<file path="config.mk">
export PLATFORM = sky130hd
export DESIGN_NAME = inst_sequencer_flat
export DESIGN_NICKNAME = d
export VERILOG_FILES = /design/src/rtl/inst_sequencer_if.sv /design/src/rtl/inst_sequencer.sv /design/src/flat_wrapper.sv
export SDC_FILE = /design/constraint.sdc
export NUM_CORES = 1
export LEC_CHECK = 0
export CORE_AREA = 3 3 45 47
export CTS_CLUSTER_DIAMETER = 200
export DETAILED_ROUTE_END_ITERATION = 10
export DIE_AREA = 0 0 48 50
export GPL_TIMING_DRIVEN = 0
export HOLD_SLACK_MARGIN = 0.12
export PLACE_DENSITY = 0.85
export SYNTH_ARGS = -nofsm -noshare
export SYNTH_HDL_FRONTEND = slang
export SYNTH_SLANG_ARGS = --single-unit
</file>
<file path="constraint.sdc">
create_clock -name clk -period 3 [get_ports clk]
set_input_delay 0.9 -clock clk [delete_from_list [all_inputs] [get_ports clk]]
set_output_delay 0.9 -clock clk [all_outputs]
set_load 0.005 [all_outputs]
</file>
<file path="src/rtl/inst_sequencer_if.sv">
// Control/status bundle between the RV32I multi-cycle sequencer and its datapath.
// The sequencer takes the master modport; the datapath and memory side take the slave.
interface inst_sequencer_if;
  logic [6:0] opcode;
  logic       invalid;
  logic       branch_taken;
  logic       mem_ready;
  logic       mem_req;
  logic       mem_we;
  logic       mem_is_fetch;
  logic       ir_we;
  logic       rf_we;
  logic [1:0] wb_sel;
  logic       alu_a_pc;
  logic       alu_b_imm;
  logic       pc_we;
  logic       pc_sel;
  logic       trap;
  logic [1:0] trap_cause;
  logic       halt;
  logic [2:0] state;

  modport master (
    input  opcode, invalid, branch_taken, mem_ready,
    output mem_req, mem_we, mem_is_fetch, ir_we, rf_we, wb_sel,
           alu_a_pc, alu_b_imm, pc_we, pc_sel, trap, trap_cause, halt, state
  );

  modport slave (
    output opcode, invalid, branch_taken, mem_ready,
    input  mem_req, mem_we, mem_is_fetch, ir_we, rf_we, wb_sel,
           alu_a_pc, alu_b_imm, pc_we, pc_sel, trap, trap_cause, halt, state
  );
endinterface

</file>
<file path="src/rtl/inst_sequencer.sv">
// Multi-cycle RV32I control FSM: FETCH/DECODE/EXEC/MEM/WB, 3-5 cycles per instruction plus memory waits.
// Memory stalls hold the request until mem_ready; a stall longer than MEM_TIMEOUT traps to HALT.
module inst_sequencer #(
  parameter int MEM_TIMEOUT = 15
) (
  input  logic               clk,
  input  logic               rst_n,
  inst_sequencer_if.master   bus
);

  typedef enum logic [2:0] {
    S_FETCH  = 3'd0,
    S_DECODE = 3'd1,
    S_EXEC   = 3'd2,
    S_MEM    = 3'd3,
    S_WB     = 3'd4,
    S_HALT   = 3'd7
  } state_e;

  localparam logic [6:0] OPC_LUI    = 7'b0110111;
  localparam logic [6:0] OPC_AUIPC  = 7'b0010111;
  localparam logic [6:0] OPC_JAL    = 7'b1101111;
  localparam logic [6:0] OPC_JALR   = 7'b1100111;
  localparam logic [6:0] OPC_BRANCH = 7'b1100011;
  localparam logic [6:0] OPC_LOAD   = 7'b0000011;
  localparam logic [6:0] OPC_STORE  = 7'b0100011;
  localparam logic [6:0] OPC_OP     = 7'b0110011;
  localparam logic [6:0] OPC_MISC   = 7'b0001111;
  localparam logic [6:0] OPC_SYSTEM = 7'b1110011;

  localparam logic [1:0] CAUSE_ILLEGAL = 2'b01;
  localparam logic [1:0] CAUSE_BUS     = 2'b10;
  localparam logic [1:0] CAUSE_SYSTEM  = 2'b11;

  localparam logic [1:0] WB_ALU = 2'b00;
  localparam logic [1:0] WB_MEM = 2'b01;
  localparam logic [1:0] WB_PC4 = 2'b10;

  localparam int              CW      = $clog2(MEM_TIMEOUT + 1);
  localparam logic [CW-1:0]   CNT_MAX = CW'(MEM_TIMEOUT);

  state_e          state_q, state_d;
  logic [CW-1:0]   cnt_q, cnt_d;
  logic            trap_q, trap_d;
  logic [1:0]      trap_cause_q, trap_cause_d;
  logic            halt_q, halt_d;

  logic is_load, is_store, is_jump;
  logic timed_out;

  assign is_load   = (bus.opcode == OPC_LOAD);
  assign is_store  = (bus.opcode == OPC_STORE);
  assign is_jump   = (bus.opcode == OPC_JAL) || (bus.opcode == OPC_JALR);
  assign timed_out = !bus.mem_ready && (cnt_q == CNT_MAX);

  // State register
  always_ff @(posedge clk) begin
    if (!rst_n) begin
      state_q      <= S_FETCH;
      cnt_q        <= '0;
      trap_q       <= 1'b0;
      trap_cause_q <= 2'b00;
      halt_q       <= 1'b0;
    end else begin
      state_q      <= state_d;
      cnt_q        <= cnt_d;
      trap_q       <= trap_d;
      trap_cause_q <= trap_cause_d;
      halt_q       <= halt_d;
    end
  end

  // Next-state logic; the counter falls back to 0 in every cycle that is not a stalled request,
  // so it is already clear whenever FETCH or MEM is entered.
  always_comb begin
    state_d      = state_q;
    cnt_d        = '0;
    trap_cause_d = trap_cause_q;
    unique case (state_q)
      S_FETCH: begin
        if (bus.mem_ready) begin
          state_d = S_DECODE;
        end else if (timed_out) begin
          state_d      = S_HALT;
          trap_cause_d = CAUSE_BUS;
        end else begin
          cnt_d = cnt_q + CW'(1);
        end
      end
      S_DECODE: begin
        if (bus.invalid) begin
          state_d      = S_HALT;
          trap_cause_d = CAUSE_ILLEGAL;
        end else if (bus.opcode == OPC_SYSTEM) begin
          state_d      = S_HALT;
          trap_cause_d = CAUSE_SYSTEM;
        end else begin
          state_d = S_EXEC;
        end
      end
      S_EXEC: begin
        if (is_load || is_store) begin
          state_d = S_MEM;
        end else if (bus.opcode == OPC_BRANCH || bus.opcode == OPC_MISC) begin
          state_d = S_FETCH;
        end else begin
          state_d = S_WB;
        end
      end
      S_MEM: begin
        if (bus.mem_ready) begin
          state_d = is_store ? S_FETCH : S_WB;
        end else if (timed_out) begin
          state_d      = S_HALT;
          trap_cause_d = CAUSE_BUS;
        end else begin
          cnt_d = cnt_q + CW'(1);
        end
      end
      S_WB:    state_d = S_FETCH;
      S_HALT:  state_d = S_HALT;
      default: state_d = S_FETCH;
    endcase
    halt_d = (state_d == S_HALT);
    trap_d = (state_d == S_HALT) && (state_q != S_HALT);
  end

  logic       mem_req_c, mem_we_c, mem_is_fetch_c, ir_we_c, rf_we_c;
  logic       pc_we_c, pc_sel_c, alu_a_pc_c, alu_b_imm_c;
  logic [1:0] wb_sel_c;

  // Output logic; holding reset kills every enable immediately, even mid-request.
  always_comb begin
    mem_req_c      = 1'b0;
    mem_we_c       = 1'b0;
    mem_is_fetch_c = 1'b0;
    ir_we_c        = 1'b0;
    rf_we_c        = 1'b0;
    pc_we_c        = 1'b0;
    pc_sel_c       = 1'b0;
    wb_sel_c       = WB_ALU;
    alu_a_pc_c     = 1'b0;
    alu_b_imm_c    = 1'b0;
    if (rst_n) begin
      if (state_q == S_DECODE || state_q == S_EXEC || state_q == S_MEM || state_q == S_WB) begin
        alu_a_pc_c  = (bus.opcode == OPC_AUIPC) || (bus.opcode == OPC_JAL) ||
                      (bus.opcode == OPC_BRANCH);
        alu_b_imm_c = (bus.opcode != OPC_OP);
      end
      unique case (state_q)
        S_FETCH: begin
          mem_req_c      = 1'b1;
          mem_is_fetch_c = 1'b1;
          ir_we_c        = bus.mem_ready;
        end
        S_EXEC: begin
          if (bus.opcode == OPC_BRANCH) begin
            pc_we_c  = 1'b1;
            pc_sel_c = bus.branch_taken;
          end else if (bus.opcode == OPC_MISC) begin
            pc_we_c = 1'b1;
          end
        end
        S_MEM: begin
          mem_req_c = 1'b1;
          mem_we_c  = is_store;
          pc_we_c   = is_store && bus.mem_ready;
        end
        S_WB: begin
          rf_we_c  = 1'b1;
          pc_we_c  = 1'b1;
          pc_sel_c = is_jump;
          wb_sel_c = is_load ? WB_MEM : (is_jump ? WB_PC4 : WB_ALU);
        end
        default: ;
      endcase
    end
  end

  assign bus.mem_req      = mem_req_c;
  assign bus.mem_we       = mem_we_c;
  assign bus.mem_is_fetch = mem_is_fetch_c;
  assign bus.ir_we        = ir_we_c;
  assign bus.rf_we        = rf_we_c;
  assign bus.wb_sel       = wb_sel_c;
  assign bus.alu_a_pc     = alu_a_pc_c;
  assign bus.alu_b_imm    = alu_b_imm_c;
  assign bus.pc_we        = pc_we_c;
  assign bus.pc_sel       = pc_sel_c;
  assign bus.trap         = trap_q;
  assign bus.trap_cause   = trap_cause_q;
  assign bus.halt         = halt_q;
  assign bus.state        = state_q;

endmodule

</file>
<file path="src/flat_wrapper.sv">
// flat-port wrapper written by rule: the top's interface ports become plain ports
module inst_sequencer_flat 
#(
  parameter int MEM_TIMEOUT = 15
)
  (clk, rst_n, bus_opcode, bus_invalid, bus_branch_taken, bus_mem_ready, bus_mem_req, bus_mem_we, bus_mem_is_fetch, bus_ir_we, bus_rf_we, bus_wb_sel, bus_alu_a_pc, bus_alu_b_imm, bus_pc_we, bus_pc_sel, bus_trap, bus_trap_cause, bus_halt, bus_state);
  inst_sequencer_if bus_i ();
  input  logic clk;
  input  logic rst_n;
  input wire logic [$bits(bus_i.opcode)-1:0] bus_opcode;
  input wire logic [$bits(bus_i.invalid)-1:0] bus_invalid;
  input wire logic [$bits(bus_i.branch_taken)-1:0] bus_branch_taken;
  input wire logic [$bits(bus_i.mem_ready)-1:0] bus_mem_ready;
  output wire logic [$bits(bus_i.mem_req)-1:0] bus_mem_req;
  output wire logic [$bits(bus_i.mem_we)-1:0] bus_mem_we;
  output wire logic [$bits(bus_i.mem_is_fetch)-1:0] bus_mem_is_fetch;
  output wire logic [$bits(bus_i.ir_we)-1:0] bus_ir_we;
  output wire logic [$bits(bus_i.rf_we)-1:0] bus_rf_we;
  output wire logic [$bits(bus_i.wb_sel)-1:0] bus_wb_sel;
  output wire logic [$bits(bus_i.alu_a_pc)-1:0] bus_alu_a_pc;
  output wire logic [$bits(bus_i.alu_b_imm)-1:0] bus_alu_b_imm;
  output wire logic [$bits(bus_i.pc_we)-1:0] bus_pc_we;
  output wire logic [$bits(bus_i.pc_sel)-1:0] bus_pc_sel;
  output wire logic [$bits(bus_i.trap)-1:0] bus_trap;
  output wire logic [$bits(bus_i.trap_cause)-1:0] bus_trap_cause;
  output wire logic [$bits(bus_i.halt)-1:0] bus_halt;
  output wire logic [$bits(bus_i.state)-1:0] bus_state;
  assign bus_i.opcode = bus_opcode;
  assign bus_i.invalid = bus_invalid;
  assign bus_i.branch_taken = bus_branch_taken;
  assign bus_i.mem_ready = bus_mem_ready;
  assign bus_mem_req = bus_i.mem_req;
  assign bus_mem_we = bus_i.mem_we;
  assign bus_mem_is_fetch = bus_i.mem_is_fetch;
  assign bus_ir_we = bus_i.ir_we;
  assign bus_rf_we = bus_i.rf_we;
  assign bus_wb_sel = bus_i.wb_sel;
  assign bus_alu_a_pc = bus_i.alu_a_pc;
  assign bus_alu_b_imm = bus_i.alu_b_imm;
  assign bus_pc_we = bus_i.pc_we;
  assign bus_pc_sel = bus_i.pc_sel;
  assign bus_trap = bus_i.trap;
  assign bus_trap_cause = bus_i.trap_cause;
  assign bus_halt = bus_i.halt;
  assign bus_state = bus_i.state;
  inst_sequencer #(.MEM_TIMEOUT(MEM_TIMEOUT)) u_core (.clk(clk), .rst_n(rst_n), .bus(bus_i));
endmodule
</file>
==> summary.txt, run 1 <==
Total grt overflow - 0
Clk Latency, worst-skew pair - 0.27 ns
Post-synth net total - 113
# clock sinks - 11
CTS tree - done
Flop pwr share - 29.7%
Critical path arrival - 2.06 ns
Busiest grt layer - met2
Final hold slack - 0.475 ns
Root Driver - clkbuf_4
DRC viols - 0
Dpl cells - 146
Crit path time final - 2.96 ns
Die Area - 2400 µm²
Die W - 48 µm
Max cap viols - 0
Fin cells - 152
Via count - 936
# diodes - 0
Reg clk slew, reported paths - 0.08 ns
Layout Nets - 149
Post-place setup slack - -0.771 ns
Setup ws final - 0.0426 ns
Critical Path End Type - output pin
Dpl cell area - 1060 µm²
Max incr delay on CP - 0.55 ns
First-pass GRT wire length - 3.70 mm
CTS Buffer Depth - 2
Final WL - 2.35 mm
Synth Instances - 100
Part of the power in the clock network - 14.9%
PwrDens - 588 nW/µm²
Largest net degree at the start of global routing - 11
LEAKAGE - 0.000491 µW
WP buf/inv - 2
Worst-path fanout max - 7
F_max - 0.338 GHz
Wirelength per Cell - 15.4 µm
Period utilization - 98.6%
FFs w/ async S/R, synth - 0%
Setup TNS - 0 ns
H-Tree Depth - 1
Final Max Tran Viols - 0
Main synth FF type - dfxtp_1
Initial antenna violation count - 0
Layout area overhead - 53.7%
Largest cells by area after synthesis - dfxtp_1 (29%), nor2_1 (9.0%), nand2_1 (4.5%)
Drt pass-1 iters - 4
Finish-stage setup viols - 0
Met3 usage - 3.65%
Count of different cell masters after synthesis - 41
Via-to-Cell Ratio - 6.16
RePlAce Congestion - 0.870
Post-detail-place hpwl - 1.72 mm
Num CTS Buffers - 3
Worst slew margin - 70.2%
Status - finished, final reports clean
Port bufs - 29
Worst-margin pin slew - 0.442 ns
Hold Vio Cnt, Final - 0
Share of cells above drive strength 1 - 27.4%
Switch share - 40.6%
Final instance area - 1150 µm²
Synth warn - 0
Switching power - 276 µW
CP startpoint kind - input pin
Crit path max-delay family - buffers and inverters
Core Area - 1690 µm²
Routed Antenna Nets - 0
Avg Inst Size Synth - 7.51 µm²
Req. time, crit path - 2.10 ns
VDD IR max - 0.000459 V
Synthesized cell area - 751 µm²
Slowest-stage cell, CP - clkdlybuf4s50_1
Initial cell density of the core - 44.4%
RSZ-0062 raised after global routing - no
Fill cells - 145
Setup CP Type - input pin to output pin
Area fraction of the dominant cell type after synthesis - 29.3%
Synthesized flop and latch total - 11
Top Ports - 30
Num rows - 15
Post-Route Skew - 0.0106 ns
Vias in the first global route - 848
Post-synth EDFFs - 0
Crit-path cells - clkdlybuf4s15_2 -> nand2_2 -> nor3_1 -> clkdlybuf4s50_1
Total GRT Usage - 20.4%
Die height - 50 µm
Synth area leader - dfxtp_1
Comb power frac - 55.3%
GRT met1 Usage - 26.7%
DR iter-0 viols - 23
Internal power - 403 µW
Sequential area share after synthesis - 29.3%
Met2 usage - 32.4%
Min-delay worst type - flop to flop
## power groups by stage
stage | logic (µW) | registers (µW) | clock network (µW)
3_3_place_gp | 346 | 202 | 0
4_1_cts | 364 | 201 | 104
3_5_place_dp | 359 | 204 | 0
2_1_floorplan | 186 | 204 | 0
6_report | 376 | 202 | 101
5_1_grt | 413 | 205 | 109
## registers in the layout (all words and copies together), names as in the netlist
name                   count
u_core.bus.halt            1
u_core.bus.trap_cause      2
u_core.bus.state           3
u_core.bus.trap            1
u_core.cnt_q               4
## repair_timing
action	CTS	global route
resized for setup	56	18
buffers inserted	1	1
pin swaps	6	6
endpoints found under the setup margin	11	6
hold buffers	0	0
## cell type report
class,count,area (µm²),area share (%)
plain buffers,2,8.76,0.759
well taps,17,21.3,1.84
flip-flops and latches,11,220,19.1
repair buffers,31,268,23.2
clock inverters,1,5.00,0.434
inverters,5,18.8,1.63
multi-input cells,82,589,51.1
clock buffers,3,22.5,1.95
## cells by family after synthesis
| logic type | after synthesis | synth area share [%] |
|---|---|---|
| compound gates | 26 | 25.3 |
| fa+ha+maj | 1 | 1.67 |
| xor+xnor | 2 | 2.33 |
| flops | 11 | 29.3 |
| simple gates | 53 | 37.7 |
| buf+inv | 7 | 3.67 |
## metal layers
layer | routed length (µm) | part of all wire, % | up-vias
met4 | 53 | 2.3 | 0
met2 | 1170 | 50 | 41
met3 | 176 | 7.5 | 7
met5 | 0 | 0 | -
met1 | 950 | 40 | 441
li1 | - | - | 447
## worst register-to-register path: cells and delay by family, from the launching register on
| family | cells | cell delay [ns] |
|---|---|---|
| AND/OR/NAND/NOR | 1 | 0.26 |
| buffers and inverters | 1 | 0.23 |
| AO/OA/AOI/OAI | 4 | 0.83 |
| flip-flops | 1 | 0.33 |
## final timing paths
check,slack [ns],from,cells past startpoint,to
max,0.04,rst_n,4,bus_ir_we
min,0.47,u_core.cnt_q[0],1,u_core.cnt_q[0]
max reg2reg,1.22,u_core.bus.state[2],6,u_core.bus.trap_cause[0]
min reg2reg,0.47,u_core.cnt_q[0],1,u_core.cnt_q[0]
## metrics by stage
stage / total power (µW) / util, %
CTS: 669 / 66.4
floorplan: 390 / -
global placement: 549 / 62.9
finish: 679 / 68.3
detailed placement: 564 / 62.9
global route: 727 / 68.3
## layout by cell type (no fill, tap or decap), types with 3 or more instances in the layout
cell type,netlist,layout
nand3_1,4,4
buf_2,1,7
nand2_1,9,8
o21ai_0,4,4
a21oi_1,4,3
nor3_1,5,3
clkdlybuf4s50_1,0,13
clkbuf_4,0,3
inv_1,3,3
a31oi_1,3,3
dlygate4sd2_1,0,3
nor2_1,18,16
dfxtp_1,11,11
buf_4,0,4
## cell usage after synthesis (2+ instances only)
library cell and n:
a21oi_1 4, a31oi_1 3, and3_1 2, dfxtp_1 11, inv_1 3, inv_2 2
nand2_1 9, nand3_1 4, nand3b_1 2, nand4_1 2, nor2_1 18, nor3_1 5
o21a_1 2, o21ai_0 4, o22ai_1 2, xor2_1 2
(Power assumes the default switching activity.)
==> run 2, diff against run 1 <==
--- a/config.mk
+++ b/config.mk
@@ -9,9 +9,10 @@
 export CTS_CLUSTER_DIAMETER = 200
 export DETAILED_ROUTE_END_ITERATION = 10
 export DIE_AREA = 0 0 48 50
-export GPL_TIMING_DRIVEN = 0
+export GPL_TIMING_DRIVEN = 1
 export HOLD_SLACK_MARGIN = 0.12
 export PLACE_DENSITY = 0.85
+export SLEW_MARGIN = 0
 export SYNTH_ARGS = -nofsm -noshare
 export SYNTH_HDL_FRONTEND = slang
 export SYNTH_SLANG_ARGS = --single-unit
==> run 2 against run 1 <==
Against the previous run: global-route usage increased by 0.42 points; critical path depth is 3 higher; sequential power is 12% higher; die area is the same; clock power is 7% lower; cell count grew 11%; wire length increased by 3.9%; clock skew is 0.0061 ns lower; largest cell class unchanged.
==> summary.txt, run 2 (synthesized netlist as in run 1, its figures left out) <==
Final Max Tran Viols - 0
PwrDens - 528 nW/µm²
Fin util - 75.6%
Reg with most FFs - u_core.cnt_q
Part of the power in the clock network - 13.9%
R2R setup slack - 1.29 ns
Crit-path most repeated cell - buf_2
Wirelength per Cell - 14.4 µm
Worst-path fanout max - 7
Initial cell density of the core - 44.4%
LEAKAGE - 0.000601 µW
Max cap viols - 0
Min-delay worst type - flop to flop
Final WL - 2.44 mm
Comb power frac - 52.5%
Most frequent cells in the layout - buf_4 (22), nor2_1 (17), dfxtp_1 (11), clkdlybuf4s50_1 (10)
Total grt overflow - 0
Flop pwr share - 33.7%
CTS Buffer Depth - 2
Max reg flops - 4
Most common cell after layout, fill and taps aside - buf_4
Crit path time final - 2.96 ns
Reg clk slew, reported paths - 0.06 ns
H-Tree Depth - 1
Layout Nets - 166
Top Ports - 30
Setup TNS - 0 ns
RePlAce Congestion - 0.862
Slowest-stage cell, CP - and4bb_2
Critical Path End Type - output pin
Switch share - 38.8%
Via count - 967
Crit-path cells - buf_2 -> and4bb_2 -> o21bai_1 -> o22ai_1 -> a32oi_1 -> nor2b_1 -> buf_2
Routed Antenna Nets - 0
CP startpoint kind - input pin
VDD IR max - 0.000356 V
Clk Latency, worst-skew pair - 0.26 ns
Post-Route Skew - 0.00451 ns
Largest net degree at the start of global routing - 13
Worst-margin pin slew - 0.411 ns
Core Area - 1690 µm²
Num CTS Buffers - 3
Critical path arrival - 2.06 ns
Internal power - 413 µW
Drt pass-1 iters - 4
Die height - 50 µm
DR iter-0 viols - 21
Max incr delay on CP - 0.26 ns
Num rows - 15
Total GRT Usage - 20.8%
Vias in the first global route - 897
Post-detail-place hpwl - 1.79 mm
Period utilization - 98.7%
Worst slew margin - 72.3%
DRC viols - 0
Finish-stage setup viols - 0
Layout area overhead - 70.2%
# hold bufs at CTS - 0
First-pass GRT wire length - 3.68 mm
Root Driver - clkbuf_4
Die W - 48 µm
Req. time, crit path - 2.10 ns
Switching power - 262 µW
Status - finished, final reports clean
Initial antenna violation count - 0
Hold Vio Cnt, Final - 0
# clock sinks - 11
Via-to-Cell Ratio - 5.72
Share of cells above drive strength 1 - 32.9%
Die Area - 2400 µm²
CTS tree - done
RSZ-0062 raised after global routing - yes
Setup CP Type - input pin to output pin
Port bufs - 29
# diodes - 0
F_max - 0.338 GHz
run 2: changes by cell type in the layout (fill, tap and decap cells not counted), moves of 2 or more:
cell / previous run / this run
clkbuf_2: 1 / 3
buf_4: 4 / 22
clkdlybuf4s50_1: 13 / 10
dlygate4sd2_1: 3 / 7
buf_2: 7 / 4
run 2: worst paths after layout:
check | end | from | depth (start not counted)
setup / recovery | bus_pc_we | bus_opcode[3] | 7
hold / removal | u_core.cnt_q[0] | u_core.cnt_q[0] | 1
setup reg to reg | u_core.bus.trap_cause[0] | u_core.bus.state[0] | 5
hold reg to reg | u_core.cnt_q[0] | u_core.cnt_q[0] | 1
run 2: layout make-up:
| type | count | area, µm² |
|---|---|---|
| multi-input cells | 82 | 582 |
| well taps | 17 | 21.3 |
| clock buffers | 4 | 26.3 |
| fillers | 137 | 412 |
| inverters | 5 | 18.8 |
| repair buffers | 50 | 409 |
| flip-flops and latches | 11 | 220 |
run 2: power by group through the flow:
stage               clock network, µW  registers, µW  logic (µW)
finish                           93.6            227         354
global route                      102            234         391
CTS                              99.3            226         347
detailed placement                  0            229         351
global placement                    0            227         344
floorplan                           0            204         186
run 2: metal layers:
layer | wire length [µm] | global-route usage (%) | vias up | part of all wire (%)
met5 | 0 | 0 | - | 0
met4 | 24 | 6.73 | 0 | 0.98
met3 | 145 | 1.46 | 5 | 5.9
met2 | 1240 | 36.8 | 42 | 51
met1 | 1030 | 25.2 | 440 | 42
li1 | - | - | 480 | -
run 2: critical path: cells and delay by family:
kind	cells	cell delay, ns
compound gates	3	0.54
simple gates	2	0.33
buf+inv	2	0.30
run 2: through the flow:
stage / area (µm²) / std cells / hold WS (ns) / setup slack (ns) / power [µW]
2_1_floorplan: 751 / 100 / 0.418 / 0.418 / 390
3_3_place_gp: 1180 / 161 / 0.433 / -0.670 / 571
6_report: 1280 / 169 / 0.449 / 0.0394 / 675
5_1_grt: 1280 / 169 / 0.495 / -0.0641 / 727
4_1_cts: 1240 / 167 / 0.455 / -0.0364 / 671
3_5_place_dp: 1180 / 161 / 0.446 / -0.763 / 580
run 2: what timing repair did:
action,in CTS,in global routing
setup endpoints to repair,11,5
gates cloned,0,0
gates resized for setup,42,16
pin swaps,6,6
buffers inserted,2,2
hold endpoints to repair,0,0
==> run 3, diff against run 2 <==
--- a/config.mk
+++ b/config.mk
@@ -7,6 +7,7 @@
 export LEC_CHECK = 0
 export CORE_AREA = 3 3 45 47
 export CTS_CLUSTER_DIAMETER = 200
+export CTS_CLUSTER_SIZE = 24
 export DETAILED_ROUTE_END_ITERATION = 10
 export DIE_AREA = 0 0 48 50
 export GPL_TIMING_DRIVEN = 1
==> results of run 3 <==
Final layout, timing and power as in run 2 (identical DEF).
==> edit, RTL diff (flow settings as in run 3) <==
Make the reset (`rst_n`) asynchronous in one clocked block.
--- a/src/rtl/inst_sequencer.sv
+++ b/src/rtl/inst_sequencer.sv
@@ -56,3 +56,3 @@
   // State register
-  always_ff @(posedge clk) begin
+  always_ff @(posedge clk or negedge rst_n) begin
     if (!rst_n) begin
Check against the original RTL: differs if rst_n is asserted again (counterexample within 4 cycles, from zero or initial values and one cycle with rst_n low); with rst_n held inactive, the same outputs for 10 cycles.
==> edit against run 3 <==
Sequential cell count unchanged. Cell area is 7.7% higher. Via count increased by 2.8%. Area after synthesis is 12% higher. Fmax grew 0.45%. Power rose by 23%. Clock power rose by 13%. Die area unchanged. Non-clock buffer count grew 2. Setup slack better by 0.013 ns. Routed wire length grew 21%. First-iteration DRC count rose by 48%. Critical path type unchanged. Highest routed layer unchanged.
==> edit: results (changes against run 3) <==
outcome: complete, no violations
GP Congestion: 0.9307 (+8.0%)
GR Util All Layers: 27.91% (+7.1 points)
most frequent cells after synthesis: dfrtp_1 (11), nand2_1 (11), nor2_1 (10)
Detail Route met2 WL: 1.488 mm (+20%)
top layer in use: met4
clk_lat worst skew: 0.28 ns (+0.02 ns)
fill cell count: 102 (-26%)
net count after synthesis: 110 (-2.7%)
Avg WL per Cell: 17.80 um (+23%)
Synth Area per Inst: 8.642 sq um (+15%)
Synth Area in Adders: 1.493% (-0.17 points)
via count: 994 (+2.8%)
power in sequential cells: 0.249 mW (+9.7%)
Peak supply drop: 505.6 uV (+42%)
via/cell ratio: 5.988 (+4.6%)
initial antenna violation count: 0 (unchanged)
NumNets Final: 163 (-1.8%)
H-tree Lvls: 1 (unchanged)
Post-Synth XOR/XNOR Area: 4.179% (+1.8 points)
Compound-Gate Fraction of Synth Area: 17.16% (-8.2 points)
cell leakage power: 0.6650 nW (+11%)
dpl cell area: 1281 sq um (+8.5%)
maximum fanout along the worst path: 6 (-1)
wire length on met1: 1.246 mm (+21%)
vias in the first global route: 1002 (+12%)
Synth area leaders: dfrtp_1 (33%), nand2_1 (4.9%), nor2_1 (4.5%)
largest net degree at the start of global routing: 15 (+2)
P_clk: 0.106 mW (+13%)
Setup WS pre-CTS: -0.7618 ns (+0.001437 ns)
switching share of power: 41.50% (+2.7 points)
post-synthesis sequential area ratio: 32.84% (+3.5 points)
WP data arrival: 2.05 ns
Pre-antenna DRT Iters: 4 (unchanged)
slew margin rel.: 74.41% (+2.1 points)
first-pass GRT wire length: 4.754 mm (+29%)
ys flop type: dfrtp_1
clock power share: 12.8% (-1.1 points)
initial drt markers: 31 (+48%)
DR WL met3: 189 um (+30%)
async set-reset flop share out of synthesis: 100.0% (+100 points)
Layout Skew: 0.001435 ns (-0.003078 ns)
DP HPWL: 2.019 mm (+13%)
layout cells sized above 1: 36.91% (+4.0 points)
edit: worst paths after layout:
path | startpoint | to | slack (ns) | depth (start not counted)
max | bus_opcode[5] | bus_pc_we | 0.05 | 6
min | u_core.cnt_q[0]$_DFF_PN0_ | u_core.cnt_q[0]$_DFF_PN0_ | 0.47 | 1
max reg2reg | u_core.cnt_q[0]$_DFF_PN0_ | u_core.bus.trap_cause[1]$_DFFE_PN0P_ | 1.41 | 5
min reg2reg | u_core.cnt_q[0]$_DFF_PN0_ | u_core.cnt_q[0]$_DFF_PN0_ | 0.47 | 1
max in group asynchronous | rst_n | u_core.cnt_q[0]$_DFF_PN0_ | 2.11 | 2
min in group asynchronous | rst_n | u_core.bus.trap_cause[0]$_DFFE_PN0P_ | 0.75 | 2
edit: cell families after synthesis:
logic type / count (synthesis)
flops: 11
buf+inv: 12
simple gates: 51
compound gates: 18
xor+xnor: 4
fa+ha+maj: 1
edit: worst max-delay path, stage by stage:
cell	delay, ns
buf_4	0.12
or3b_4	0.40
nor4_4	0.31
nand2_1	0.09
o311ai_1	0.08
buf_2	0.16
edit: cell type report:
type	instances	area (sq um)	area share [%]
timing repair buffer	52	445.4	32.36
inverter	8	30.03	2.182
tap	17	21.27	1.545
multi-input combinational	74	576.8	41.91
clock buffer	3	22.52	1.636
clock inverter	1	5.005	0.3636
sequential	11	275.3	20.00
edit: timing repair:
item / CTS / global route
setup endpoints to repair: 11 / 8
pin swaps: 4 / 6
setup buffers: 1 / 0
resized for setup: 46 / 14
edit: routing by layer:
metal,up-vias,track usage [%]
li1,460,-
met3,4,7.299
met5,-,0
met1,488,37.81
met4,0,8.072
met2,42,42.51
